[config.mk]
export PLATFORM = sky130hd
export DESIGN_NAME = loproc_alu_ctrl
export DESIGN_NICKNAME = d
export VERILOG_FILES = /design/src/rtl/loproc_alu_ctrl.sv
export SDC_FILE = /design/constraint.sdc
export NUM_CORES = 1
export LEC_CHECK = 0
export BUFFER_PORTS_ARGS = -buffer_cell sky130_fd_sc_hd__buf_2
export CORE_UTILIZATION = 58
export CTS_CLUSTER_DIAMETER = 80
export DETAILED_ROUTE_END_ITERATION = 8
export PLACE_DENSITY = 0.93
export SYNTH_ARGS = -nofsm -noshare
export SYNTH_HDL_FRONTEND = slang
export SYNTH_SLANG_ARGS = --single-unit
[constraint.sdc]
create_clock -name clk -period 3.5 [get_ports clk]
set_clock_uncertainty 0.05 [all_clocks]
set_input_delay 0.175 -clock clk [delete_from_list [all_inputs] [get_ports clk]]
set_output_delay 0.175 -clock clk [all_outputs]
set_load 0.05 [all_outputs]
[src/rtl/loproc_alu_ctrl.sv]
// LoPROC ALU sequencing controller. It drives the ALU operands and control word,
// registers each result and keeps the Z/N/C/V flags. MUL runs as a 32-step shift-add loop.
module loproc_alu_ctrl #(
    parameter int DATA_WIDTH = 32
) (
    input  logic                  clk,
    input  logic                  rst,
    input  logic                  op_valid,
    output logic                  op_ready,
    input  logic [3:0]            op_code,
    input  logic [DATA_WIDTH-1:0] op_a,
    input  logic [DATA_WIDTH-1:0] op_b,
    output logic [DATA_WIDTH-1:0] alu_x,
    output logic [DATA_WIDTH-1:0] alu_y,
    output logic                  alu_zx,
    output logic                  alu_zy,
    output logic                  alu_nx,
    output logic                  alu_ny,
    output logic                  alu_f,
    output logic                  alu_l,
    output logic                  alu_cs,
    output logic                  alu_asel,
    output logic                  alu_cin,
    input  logic [DATA_WIDTH-1:0] alu_out,
    input  logic                  alu_cout,
    output logic                  res_valid,
    input  logic                  res_ready,
    output logic [DATA_WIDTH-1:0] res_data,
    output logic                  res_wr,
    output logic                  res_err,
    output logic                  flag_z,
    output logic                  flag_n,
    output logic                  flag_c,
    output logic                  flag_v
);

    localparam int MSB = DATA_WIDTH - 1;
    localparam int CW  = (DATA_WIDTH > 1) ? $clog2(DATA_WIDTH) : 1;
    localparam logic [CW-1:0] LAST_STEP = CW'(DATA_WIDTH - 1);

    localparam logic [3:0] OP_ADD   = 4'h0;
    localparam logic [3:0] OP_ADC   = 4'h1;
    localparam logic [3:0] OP_SUB   = 4'h2;
    localparam logic [3:0] OP_SBC   = 4'h3;
    localparam logic [3:0] OP_AND   = 4'h4;
    localparam logic [3:0] OP_OR    = 4'h5;
    localparam logic [3:0] OP_XOR   = 4'h6;
    localparam logic [3:0] OP_NOT   = 4'h7;
    localparam logic [3:0] OP_NEG   = 4'h8;
    localparam logic [3:0] OP_INC   = 4'h9;
    localparam logic [3:0] OP_DEC   = 4'hA;
    localparam logic [3:0] OP_PASSA = 4'hB;
    localparam logic [3:0] OP_PASSB = 4'hC;
    localparam logic [3:0] OP_CMP   = 4'hD;
    localparam logic [3:0] OP_MUL   = 4'hE;
    localparam logic [3:0] OP_ILL   = 4'hF;

    typedef enum logic [1:0] {
        S_IDLE,
        S_EXEC,
        S_MUL,
        S_DONE
    } state_t;

    state_t                state_q, state_d;
    logic [3:0]            opc_q, opc_d;
    logic [DATA_WIDTH-1:0] a_q, a_d;
    logic [DATA_WIDTH-1:0] b_q, b_d;
    logic [DATA_WIDTH-1:0] acc_q, acc_d;
    logic [DATA_WIDTH-1:0] mcand_q, mcand_d;
    logic [DATA_WIDTH-1:0] mplr_q, mplr_d;
    logic [CW-1:0]         cnt_q, cnt_d;
    logic [DATA_WIDTH-1:0] res_data_q, res_data_d;
    logic                  res_valid_q, res_valid_d;
    logic                  res_wr_q, res_wr_d;
    logic                  res_err_q, res_err_d;
    logic                  flag_z_q, flag_z_d;
    logic                  flag_n_q, flag_n_d;
    logic                  flag_c_q, flag_c_d;
    logic                  flag_v_q, flag_v_d;

    logic carry_op;
    logic add_v_op;
    logic sub_v_op;
    logic v_add;
    logic v_sub;

    assign carry_op = opc_q inside {OP_ADD, OP_ADC, OP_SUB, OP_SBC, OP_NEG, OP_INC, OP_DEC, OP_CMP};
    assign add_v_op = opc_q inside {OP_ADD, OP_ADC};
    assign sub_v_op = opc_q inside {OP_SUB, OP_SBC, OP_CMP};
    assign v_add    = (a_q[MSB] == b_q[MSB]) && (alu_out[MSB] != a_q[MSB]);
    assign v_sub    = (a_q[MSB] != b_q[MSB]) && (alu_out[MSB] != a_q[MSB]);

    // ALU operand/control drive: only EXEC and MUL ever present a non-zero word.
    always_comb begin
        alu_x    = '0;
        alu_y    = '0;
        alu_zx   = 1'b0;
        alu_zy   = 1'b0;
        alu_nx   = 1'b0;
        alu_ny   = 1'b0;
        alu_f    = 1'b0;
        alu_l    = 1'b0;
        alu_cs   = 1'b0;
        alu_asel = 1'b0;
        alu_cin  = 1'b0;
        case (state_q)
            S_EXEC: begin
                if (opc_q != OP_ILL) begin
                    alu_x = a_q;
                    alu_y = b_q;
                end
                case (opc_q)
                    OP_ADD:   alu_f = 1'b1;
                    OP_ADC:   begin alu_f = 1'b1; alu_cs = 1'b1; alu_cin = flag_c_q; end
                    OP_SUB,
                    OP_CMP:   begin alu_ny = 1'b1; alu_f = 1'b1; alu_cs = 1'b1; alu_cin = 1'b1; end
                    OP_SBC:   begin alu_ny = 1'b1; alu_f = 1'b1; alu_cs = 1'b1; alu_cin = flag_c_q; end
                    OP_AND:   ;
                    OP_OR:    begin alu_nx = 1'b1; alu_ny = 1'b1; alu_asel = 1'b1; end
                    OP_XOR:   alu_l = 1'b1;
                    OP_NOT:   begin alu_zy = 1'b1; alu_ny = 1'b1; alu_asel = 1'b1; end
                    OP_NEG:   begin alu_nx = 1'b1; alu_zy = 1'b1; alu_f = 1'b1; alu_cs = 1'b1; alu_cin = 1'b1; end
                    OP_INC:   begin alu_zy = 1'b1; alu_f = 1'b1; alu_cs = 1'b1; alu_cin = 1'b1; end
                    OP_DEC:   begin alu_zy = 1'b1; alu_ny = 1'b1; alu_f = 1'b1; end
                    OP_PASSA: begin alu_zy = 1'b1; alu_ny = 1'b1; end
                    OP_PASSB: begin alu_zx = 1'b1; alu_nx = 1'b1; end
                    OP_MUL,
                    OP_ILL:   ;
                    default:  ;
                endcase
            end
            S_MUL: begin
                alu_x  = acc_q;
                alu_y  = mcand_q;
                alu_f  = 1'b1;
                alu_zy = ~mplr_q[0];
            end
            default: ;
        endcase
    end

    always_comb begin
        state_d     = state_q;
        opc_d       = opc_q;
        a_d         = a_q;
        b_d         = b_q;
        acc_d       = acc_q;
        mcand_d     = mcand_q;
        mplr_d      = mplr_q;
        cnt_d       = cnt_q;
        res_data_d  = res_data_q;
        res_valid_d = res_valid_q;
        res_wr_d    = res_wr_q;
        res_err_d   = res_err_q;
        flag_z_d    = flag_z_q;
        flag_n_d    = flag_n_q;
        flag_c_d    = flag_c_q;
        flag_v_d    = flag_v_q;
        case (state_q)
            S_IDLE: begin
                if (op_valid) begin
                    opc_d = op_code;
                    a_d   = op_a;
                    b_d   = op_b;
                    if (op_code == OP_MUL) begin
                        acc_d   = '0;
                        mcand_d = op_a;
                        mplr_d  = op_b;
                        cnt_d   = '0;
                        state_d = S_MUL;
                    end else begin
                        state_d = S_EXEC;
                    end
                end
            end
            S_EXEC: begin
                res_valid_d = 1'b1;
                state_d     = S_DONE;
                if (opc_q == OP_ILL) begin
                    res_data_d = '0;
                    res_wr_d   = 1'b0;
                    res_err_d  = 1'b1;
                end else begin
                    res_data_d = alu_out;
                    res_wr_d   = (opc_q != OP_CMP);
                    res_err_d  = 1'b0;
                    flag_z_d   = (alu_out == '0);
                    flag_n_d   = alu_out[MSB];
                    if (carry_op) flag_c_d = alu_cout;
                    if (add_v_op) flag_v_d = v_add;
                    if (sub_v_op) flag_v_d = v_sub;
                end
            end
            S_MUL: begin
                acc_d   = alu_out;
                mcand_d = mcand_q << 1;
                mplr_d  = mplr_q >> 1;
                cnt_d   = cnt_q + CW'(1);
                if (cnt_q == LAST_STEP) begin
                    res_data_d  = alu_out;
                    res_valid_d = 1'b1;
                    res_wr_d    = 1'b1;
                    res_err_d   = 1'b0;
                    flag_z_d    = (alu_out == '0);
                    flag_n_d    = alu_out[MSB];
                    state_d     = S_DONE;
                end
            end
            S_DONE: begin
                if (res_ready) begin
                    res_valid_d = 1'b0;
                    res_wr_d    = 1'b0;
                    res_err_d   = 1'b0;
                    state_d     = S_IDLE;
                end
            end
            default: state_d = S_IDLE;
        endcase
    end

    always_ff @(posedge clk) begin
        if (rst) begin
            state_q     <= S_IDLE;
            opc_q       <= '0;
            a_q         <= '0;
            b_q         <= '0;
            acc_q       <= '0;
            mcand_q     <= '0;
            mplr_q      <= '0;
            cnt_q       <= '0;
            res_data_q  <= '0;
            res_valid_q <= 1'b0;
            res_wr_q    <= 1'b0;
            res_err_q   <= 1'b0;
            flag_z_q    <= 1'b0;
            flag_n_q    <= 1'b0;
            flag_c_q    <= 1'b0;
            flag_v_q    <= 1'b0;
        end else begin
            state_q     <= state_d;
            opc_q       <= opc_d;
            a_q         <= a_d;
            b_q         <= b_d;
            acc_q       <= acc_d;
            mcand_q     <= mcand_d;
            mplr_q      <= mplr_d;
            cnt_q       <= cnt_d;
            res_data_q  <= res_data_d;
            res_valid_q <= res_valid_d;
            res_wr_q    <= res_wr_d;
            res_err_q   <= res_err_d;
            flag_z_q    <= flag_z_d;
            flag_n_q    <= flag_n_d;
            flag_c_q    <= flag_c_d;
            flag_v_q    <= flag_v_d;
        end
    end

    // op_ready also looks at rst so nothing is accepted while reset is asserted.
    assign op_ready  = (state_q == S_IDLE) && !rst;
    assign res_valid = res_valid_q;
    assign res_data  = res_data_q;
    assign res_wr    = res_wr_q;
    assign res_err   = res_err_q;
    assign flag_z    = flag_z_q;
    assign flag_n    = flag_n_q;
    assign flag_c    = flag_c_q;
    assign flag_v    = flag_v_q;

endmodule
* Word-level counts from Yosys, hierarchy flattened
Cells that the tools add are included. Widths: inputs -> output; s select.
Storage, ports and cells: RAM bits 0, memory bits (read-only) 0, memories 0, output and inout port bits 113, logic and storage cells 135, latch bits 0, bits in registers 210
Cells by class: add/sub/neg operators 1, shifts and indexed selects 0, $lt $le $gt $ge 0, $mul 0, divide/modulo/power cells 0, muxes and demuxes 58, reductions and logical operators 30, equal/unequal tests 28, bitwise logic cells 2
Operators by type and width (number):
- $pmux 32 s2 | 6
- $mux 32 | 10
- $eq 4x4->1 const B | 8
- $logic_not 32->1 | 1
- $mux 1 | 26
- $reduce_and 3->1 | 6
- $eq 4x3->1 const B | 3
- $mux 5 | 2
- $ne 2x2->1 const B | 5
- $pmux 1 s2 | 5
- $pmux 5 s2 | 1
- $pmux 1 s3 | 3
- $eq 4x2->1 const B | 2
- $mux 2 | 4
- $ne 4x4->1 const B | 2
- $pmux 2 s4 | 1
- $reduce_bool 2->1 | 4
- $reduce_bool 8->1 | 1
- $reduce_or 8->1 | 1
- $reduce_or 7->1 | 1
- $reduce_bool 3->1 | 2
- $reduce_or 6->1 | 1
- $add 5x1->5 const B | 1
- $eq 5x5->1 const B | 1
- other kinds (15) | 22

* Depth between registers and ports, before layout
Gate-level depths: netlist of the first run.
depth in word-level cells 4, depth in mapped cells 10, gate-level depth less buffers 7

* Worst setup path before layout of the first run
Ideal clock, no wire load.
path kind flip-flop to output port, from reg opc_q[3], to out alu_cs, slack 0.051 ns, stages on the path, launching flop included 5, arrival 3.224 ns, required time 3.275 ns, path buffers 2, cells stage by stage dfxtp_1 -> clkbuf_1 -> clkbuf_1 -> nor2_1 -> a2111oi_0
Between the ends: word-level cells in the longest chain between the ends 4, elaborated cells on any way between the ends 9, those cells by class 6 x eq/ne; 2 x mux; 1 x reduce/logical
RTL lines:
- start: declaration | RTL line 66 | logic [3:0] opc_q, opc_d;
- start signal: assignment | RTL line 242 | opc_q <= opc_d;
- $eq 4x4->1 (tied with other cells) | RTL line 113 | case (opc_q)
- $reduce_or 6->1 (no source line) *
- $mux 1 * | RTL line 113
- $mux 1 * | RTL line 107 | case (state_q)
- end: declaration | RTL line 21 | output logic alu_cs,
Mark *: on every way between the ends. The rest lies on a longest branch, timed or not.

* Worst setup path after layout of the first run
from reg state_q[1], to out alu_x[31]
Between the ends: word-level cells in the longest chain between the ends 2, elaborated cells on any way between the ends 3, those cells by class 2 x eq/ne; 1 x mux
RTL lines:
- start: declaration | RTL line 65 | state_t state_q, state_d;
- start signal: assignment | RTL line 241 | state_q <= state_d;
- $eq 2x2->1 or $eq 2x1->1 (tied branches) | RTL line 107
- $pmux 32 s2 * | RTL line 107
- end: declaration | RTL line 13 | output logic [DATA_WIDTH-1:0] alu_x,
Marked as above.

==> flow_summary.json, run 1 <==
{
  "numCtsBuffers": 23,
  "routed_via_density": 6.20,
  "cts_tree": "built",
  "holdPathEnd": "state_q[1]$_SDFFE_PP0P_",
  "hold_depth": 5,
  "status": "finished clean",
  "worstMarginPinSlew_ns": 1.03,
  "grt_pass1_wl_um": 49700,
  "critPathTopFamily": "buffers and inverters",
  "syn_area_per_cell_um2": 8.40,
  "cap_violations": 0,
  "vdd_drop_max_v": 0.000599,
  "cts.clk_slew.worst_paths_ns": 0.07,
  "synth_ff_type": "dfxtp_1",
  "syn-num-nets": 1235,
  "synth_top_family_by_area": "compound AO/OA/AOI/OAI gates",
  "p_int_w": 0.00533,
  "post-dp-hpwl_um": 18300,
  "worst_slack_ns": 0.194,
  "power.density_nw_per_um2": 751,
  "drive_gt1_frac": 0.204,
  "area_delta_synth_final_pct": 29.6,
  "synth_top_area_cell": "dfxtp_1",
  "grt_usage": 0.378,
  "dieHeight_um": 130,
  "hold_viol": 0,
  "period_minus_slack_ns": 3.31,
  "io_buffers": 217,
  "ff_latch_area_um2": 4200,
  "synth_most_common_cell": "dfxtp_1",
  "ys_warn_count": 0,
  "finalNetCount": 1485,
  "firstDrtPassIters": 6,
  "setup-tns-final_ns": 0,
  "synth-seq-cells": 210,
  "synth_compound_area_frac": 0.220,
  "grt_max_degree": 139,
  "synth-simple-area-share": 0.212,
  "finalSetupViolCount": 0,
  "wl_per_cell_um": 20.3,
  "io_pins": 218,
  "ys_top_cells_by_area": "dfxtp_1 (45%), a22oi_1 (7.9%), nand2_1 (7.0%)",
  "power.switching_w": 0.00386,
  "cp.arrival_ns": 3.08,
  "rsz0062_at_grt": "no",
  "cts_hold_buf": 101,
  "cpMaxStageDelayCell": "buf_4",
  "grt_overflow": 0,
  "synth.distinct_cells": 51,
  "synth_xor_area_frac": 0.00371,
  "coreArea_um2": 15900,
  "rows": 46,
  "synth_area_um2": 9440,
  "routabilityCongestion": 0.835,
  "worstSetupEndpointType": "output pin",
  "synth-edff-count": 0,
  "swShare": 0.420,
  "hp-start": "res_ready",
  "start_util": 0.594,
  "slew_viol_final": 0,
  "startpoint_type": "flop",
  "slowest_delay_ns": 0.58,
  "crit_chain": "inv_1 -> ha_1 -> inv_2 -> nor2_4 -> buf_4 -> a22oi_1 -> nor2b_1 -> buf_2",
  "dp_slack_ns": 0.837,
  "drt_iter0_markers": 1169,
  "slew_headroom": 0.316,
  "drc": 0,
  "ys_seq_area_frac": 0.446,
  "seqPwrFrac": 0.337,
  "synth_top_area_frac": 0.446,
  "clkPwrFrac": 0.259,
  "cts_max_level": 1,
  "cts_buffer_depth": 3,
  "die_area_um2": 16800,
  "multi_input_area_um2": 4750,
  "finalWirelength_um": 32700,
  "grt_pass1_vias": 9448,
  "synthAdderAreaFrac": 0.00928,
  "clock_latency_ns": 0.52,
  "r2r_end": "mcand_q[30]$_SDFFE_PP0P_",
  "ant_nets": 0,
  "min_path_type": "input pin to flop",
  "yosys-top-cells-count": "dfxtp_1 (210), nand2_1 (175), a21oi_1 (110)",
  "via_count": 9963,
  "fin_crit_sh": 0.945,
  "yosys-mux-area-fraction": 0.0544,
  "leakage_nw": 4.74,
  "crit_fanout": 64,
  "num-fill-cells": 945,
  "comb_power_share": 0.404,
  "cts_resized": 0,
  "synthArstFlopShare": 0,
  "cp_num_buf_inv": 4,
  "die_x_um": 130,
  "antenna_found_initial": 0,
  "fmax_mhz": 302,
  "cts_setup_buffers": 0,
  "critPathKind": "flop to output pin",
  "r2r_start": "state_q[0]$_SDFFE_PP0P_",
  "rr_worst_depth": 7,
  "crit_required_ns": 3.27,
  "cts-root-buf": "clkbuf_16",
  "synthCells": 1123,
  "r2r_slack_ns": 0.66,
  "cts_sinks": 210
}
-- kinds of logic (layout without fill, tap and decap cells) --
kind of cell / count (synthesis) / in the layout
other: 0 / 1
AND/OR/NAND/NOR: 423 / 423
flip-flops: 210 / 210
XOR/XNOR: 4 / 4
adder cells (fa/ha/maj): 7 / 7
multiplexers: 51 / 51
AO/OA/AOI/OAI: 311 / 311
buffers and inverters: 117 / 384
-- layer usage --
metal / wire length (µm) / track usage / vias up
met3: 3510 / 0.0756 / 156
met2: 15100 / 0.623 / 718
li1: - / - / 4494
met5: 0 / 0 / -
met1: 12200 / 0.466 / 4595
met4: 1780 / 0.207 / 0
-- how the worst max path moves through the flow --
| stage | start | end | slack, ns | cells after the start |
|---|---|---|---|---|
| floorplan | opc_q[3]$_SDFFE_PP0P_ | alu_cs | 0.05 | 4 |
| global placement | state_q[0]$_SDFFE_PP0P_ | mcand_q[17]$_SDFFE_PP0P_ | 0.91 | 6 |
| detailed placement | state_q[0]$_SDFFE_PP0P_ | mcand_q[19]$_SDFFE_PP0P_ | 0.84 | 6 |
| CTS | state_q[1]$_SDFFE_PP0P_ | alu_y[17] | 0.37 | 8 |
| global route | state_q[1]$_SDFFE_PP0P_ | alu_x[31] | 0.14 | 8 |
| finish | state_q[1]$_SDFFE_PP0P_ | alu_x[31] | 0.19 | 8 |
-- stage by stage --
step | utilization | hold slack (ns) | area [µm²] | power [W] | instances
2_1_floorplan | - | 0.261 | 9440 | 0.00578 | 1123
3_3_place_gp | 0.660 | 0.364 | 10500 | 0.00645 | 1463
3_5_place_dp | 0.660 | 0.379 | 10500 | 0.00657 | 1463
4_1_cts | 0.770 | 0.121 | 12200 | 0.00900 | 1606
5_1_grt | 0.770 | 0.155 | 12200 | 0.00956 | 1606
6_report | 0.770 | 0.124 | 12200 | 0.00919 | 1607
-- cells in the final DEF, fill, tap and decap left out, drive strengths merged, types with 22 or more instances in the layout --
cell	instances
buf	233
dfxtp	210
nand2	176
a21oi	110
dlygate4sd3	101
a22oi	99
nor2	96
nor2b	67
mux2i	49
a211oi	47
nand3	36
clkbuf	31
a31oi	22
-- registers in the layout, summed over array words and instances (netlist names), 2 cells and up --
name and flops:
a_q 32, acc_q 32, b_q 32, mcand_q 32
mplr_q 32, res_data 32, cnt_q 5, opc_q 4
state_q 2
-- power groups by stage --
stage	combinational [W]	sequential, W	clock [W]
floorplan	0.00240	0.00338	0
global placement	0.00336	0.00309	0
detailed placement	0.00345	0.00311	0
CTS	0.00357	0.00307	0.00237
global route	0.00395	0.00313	0.00248
finish	0.00372	0.00310	0.00238
-- tightest hold or removal path, delay by kind of cell --
kind,cells,cell delay (ns)
AOI/OAI and AO/OA,2,0.18
buffers and inverters,2,0.16
and+or+nand+nor,1,0.13
-- area by class of cell --
class,instances,share of cell area
sequential,210,0.344
timing repair buffer,334,0.183
clock buffer,31,0.0528
multi-input combinational,796,0.389
tap,216,0.0221
inverter,8,0.00246
antenna,1,0.000205
clock inverter,11,0.00737
Note: power is estimated with default switching activity, not from simulation.
==> inputs of run 2 (changes only) <==
--- a/config.mk
+++ b/config.mk
@@ -6,6 +6,7 @@
 export NUM_CORES = 1
 export LEC_CHECK = 0
 export BUFFER_PORTS_ARGS = -buffer_cell sky130_fd_sc_hd__buf_2
+export CAP_MARGIN = 30
 export CORE_UTILIZATION = 58
 export CTS_CLUSTER_DIAMETER = 80
 export DETAILED_ROUTE_END_ITERATION = 8
==> constraint.sdc (replaced) <==
create_clock -name clk -period 4.28 [get_ports clk]
set_clock_uncertainty 0.05 [all_clocks]
set_input_delay 0.214 -clock clk [delete_from_list [all_inputs] [get_ports clk]]
set_output_delay 0.214 -clock clk [all_outputs]
set_load 0.05 [all_outputs]
==> run 2 against run 1 <==
  * Core utilization is 0.50 points lower
  * Largest power group unchanged
  * Largest cell class unchanged
  * Clock-buffer cell count is 3 higher
  * Clock power is 21% lower
  * Register-to-register slack better by 0.42 ns
  * Final cell count is 0.56% lower
  * Setup slack better by 0.64 ns
==> flow_summary.json, run 2 (synthesis gave the netlist of run 1 again) <==
{
  "cap_violations": 0,
  "hold_depth": 3,
  "mostFrequentLayoutCells": "buf_2 (216), dfxtp_1 (210), nand2_1 (174)",
  "clock_latency_ns": 0.51,
  "worstMarginPinSlew_ns": 1.06,
  "critPathKind": "flop to output pin",
  "startpoint_type": "flop",
  "leakage_nw": 4.69,
  "top_layer_used": "met4",
  "cts_max_level": 1,
  "finalSetupViolCount": 0,
  "slew_viol_final": 0,
  "crit_fanout": 71,
  "cts_setup_buffers": 0,
  "rows": 46,
  "grt_usage": 0.402,
  "clkPwrFrac": 0.253,
  "firstDrtPassIters": 9,
  "hold_ws_ns": 0.0306,
  "fin_crit_sh": 0.806,
  "fin_util": 0.765,
  "power.switching_w": 0.00316,
  "drt_iter0_markers": 1528,
  "io_pins": 218,
  "vdd_drop_max_v": 0.000365,
  "cts_resized": 0,
  "post-dp-hpwl_um": 18600,
  "fmax_mhz": 290,
  "routabilityCongestion": 0.878,
  "grt_overflow": 0,
  "cts-root-buf": "clkbuf_16",
  "crit_required_ns": 4.02,
  "p_int_w": 0.00432,
  "area_delta_synth_final_pct": 28.8,
  "grt_pass1_vias": 9463,
  "cp.arrival_ns": 3.18,
  "slew_headroom": 0.293,
  "met3_length_um": 4200,
  "drc": 0,
  "grt_pass1_wl_um": 52100,
  "routed_via_density": 6.38,
  "grt_max_degree": 140,
  "wl_met1_um": 12200,
  "swShare": 0.422,
  "power.density_nw_per_um2": 615,
  "cts.clk_slew.worst_paths_ns": 0.06,
  "start_util": 0.594,
  "num-fill-cells": 988,
  "met2_length_um": 15800,
  "period_minus_slack_ns": 3.45,
  "ant_nets": 0,
  "min_path_type": "input pin to flop",
  "cts_sinks": 210,
  "setup-tns-final_ns": 0,
  "status": "finished clean",
  "finalNetCount": 1478,
  "die_x_um": 130,
  "layout_commonest_cell": "buf_2",
  "io_buffers": 217,
  "cts_tree": "built",
  "worstSetupEndpointType": "output pin",
  "drive_gt1_frac": 0.199,
  "coreArea_um2": 15900,
  "dieHeight_um": 130,
  "wl_per_cell_um": 21.6,
  "rr_worst_depth": 7,
  "stdcell_count": 1598,
  "total_power_w": 0.00747,
  "finalWirelength_um": 34400,
  "die_area_um2": 16800,
  "comb_power_share": 0.407,
  "antenna_found_initial": 2,
  "rsz0062_at_grt": "no",
  "via_count": 10200,
  "seqPwrFrac": 0.340,
  "placed_cells": 1459,
  "hold_viol": 0,
  "numCtsBuffers": 22,
  "cts_buffer_depth": 3
}
## run 2: changes by cell type in the layout (fill, tap and decap cells not counted)
cell	change
clkinv_2	-5
buf_4	-4
clkbuf_8	+3
diode_2	+2
dlygate4sd3_1	-2
bufinv_16	-1
inv_6	-1
inv_8	-1
## run 2: area by class of cell
cell class	instances	area, µm²	share of cell area
inverters	8	30.0	0.00247
multi-input cells	796	4750	0.391
well taps	216	270	0.0222
clock inverters	3	15.0	0.00124
repair buffers	328	2190	0.180
flip-flops and latches	210	4200	0.346
diodes	3	7.51	0.000618
clock buffers	34	687	0.0565
## run 2: power groups by stage
stage / clock network, W / registers [W] / logic (W)
6_report: 0.00189 / 0.00254 / 0.00304
5_1_grt: 0.00196 / 0.00256 / 0.00322
4_1_cts: 0.00187 / 0.00250 / 0.00289
3_5_place_dp: 0 / 0.00254 / 0.00281
3_3_place_gp: 0 / 0.00252 / 0.00274
2_1_floorplan: 0 / 0.00277 / 0.00196
## run 2: repair_timing
action,in CTS,in global routing
endpoints found under the hold margin,130,0
endpoints found under the setup margin,0,0
hold buffers,99,0
## run 2: worst max-delay path, stage by stage (launching register included)
cell	delay (ns)
dfxtp_1	0.34
inv_1	0.16
ha_4	0.45
buf_4	0.72
a22oi_1	0.23
nor2b_1	0.35
buf_2	0.34
## run 2: through the flow
stage,cell area (µm²),worst slack (ns)
after floorplan,9440,0.792
after global placement,10500,1.42
after detailed placement,10500,1.34
after CTS,12100,0.968
after global routing,12100,0.735
final,12200,0.831
## run 2: path summary, 6_finish.rpt
kind / start / to / slack, ns
setup / recovery: state_q[0]$_SDFFE_PP0P_ / alu_y[2] / 0.83
hold / removal: op_a[23] / a_q[23]$_SDFFE_PP0P_ / 0.03
setup reg to reg: state_q[0]$_SDFFE_PP0P_ / mplr_q[20]$_SDFFE_PP0P_ / 1.08
hold reg to reg: acc_q[18]$_SDFFE_PP0P_ / acc_q[18]$_SDFFE_PP0P_ / 0.40
## run 2: layer usage
metal / vias up / track usage
met1: 4657 / 0.482
met2: 861 / 0.655
met4: 0 / 0.231
met5: - / 0
met3: 204 / 0.107
li1: 4467 / -
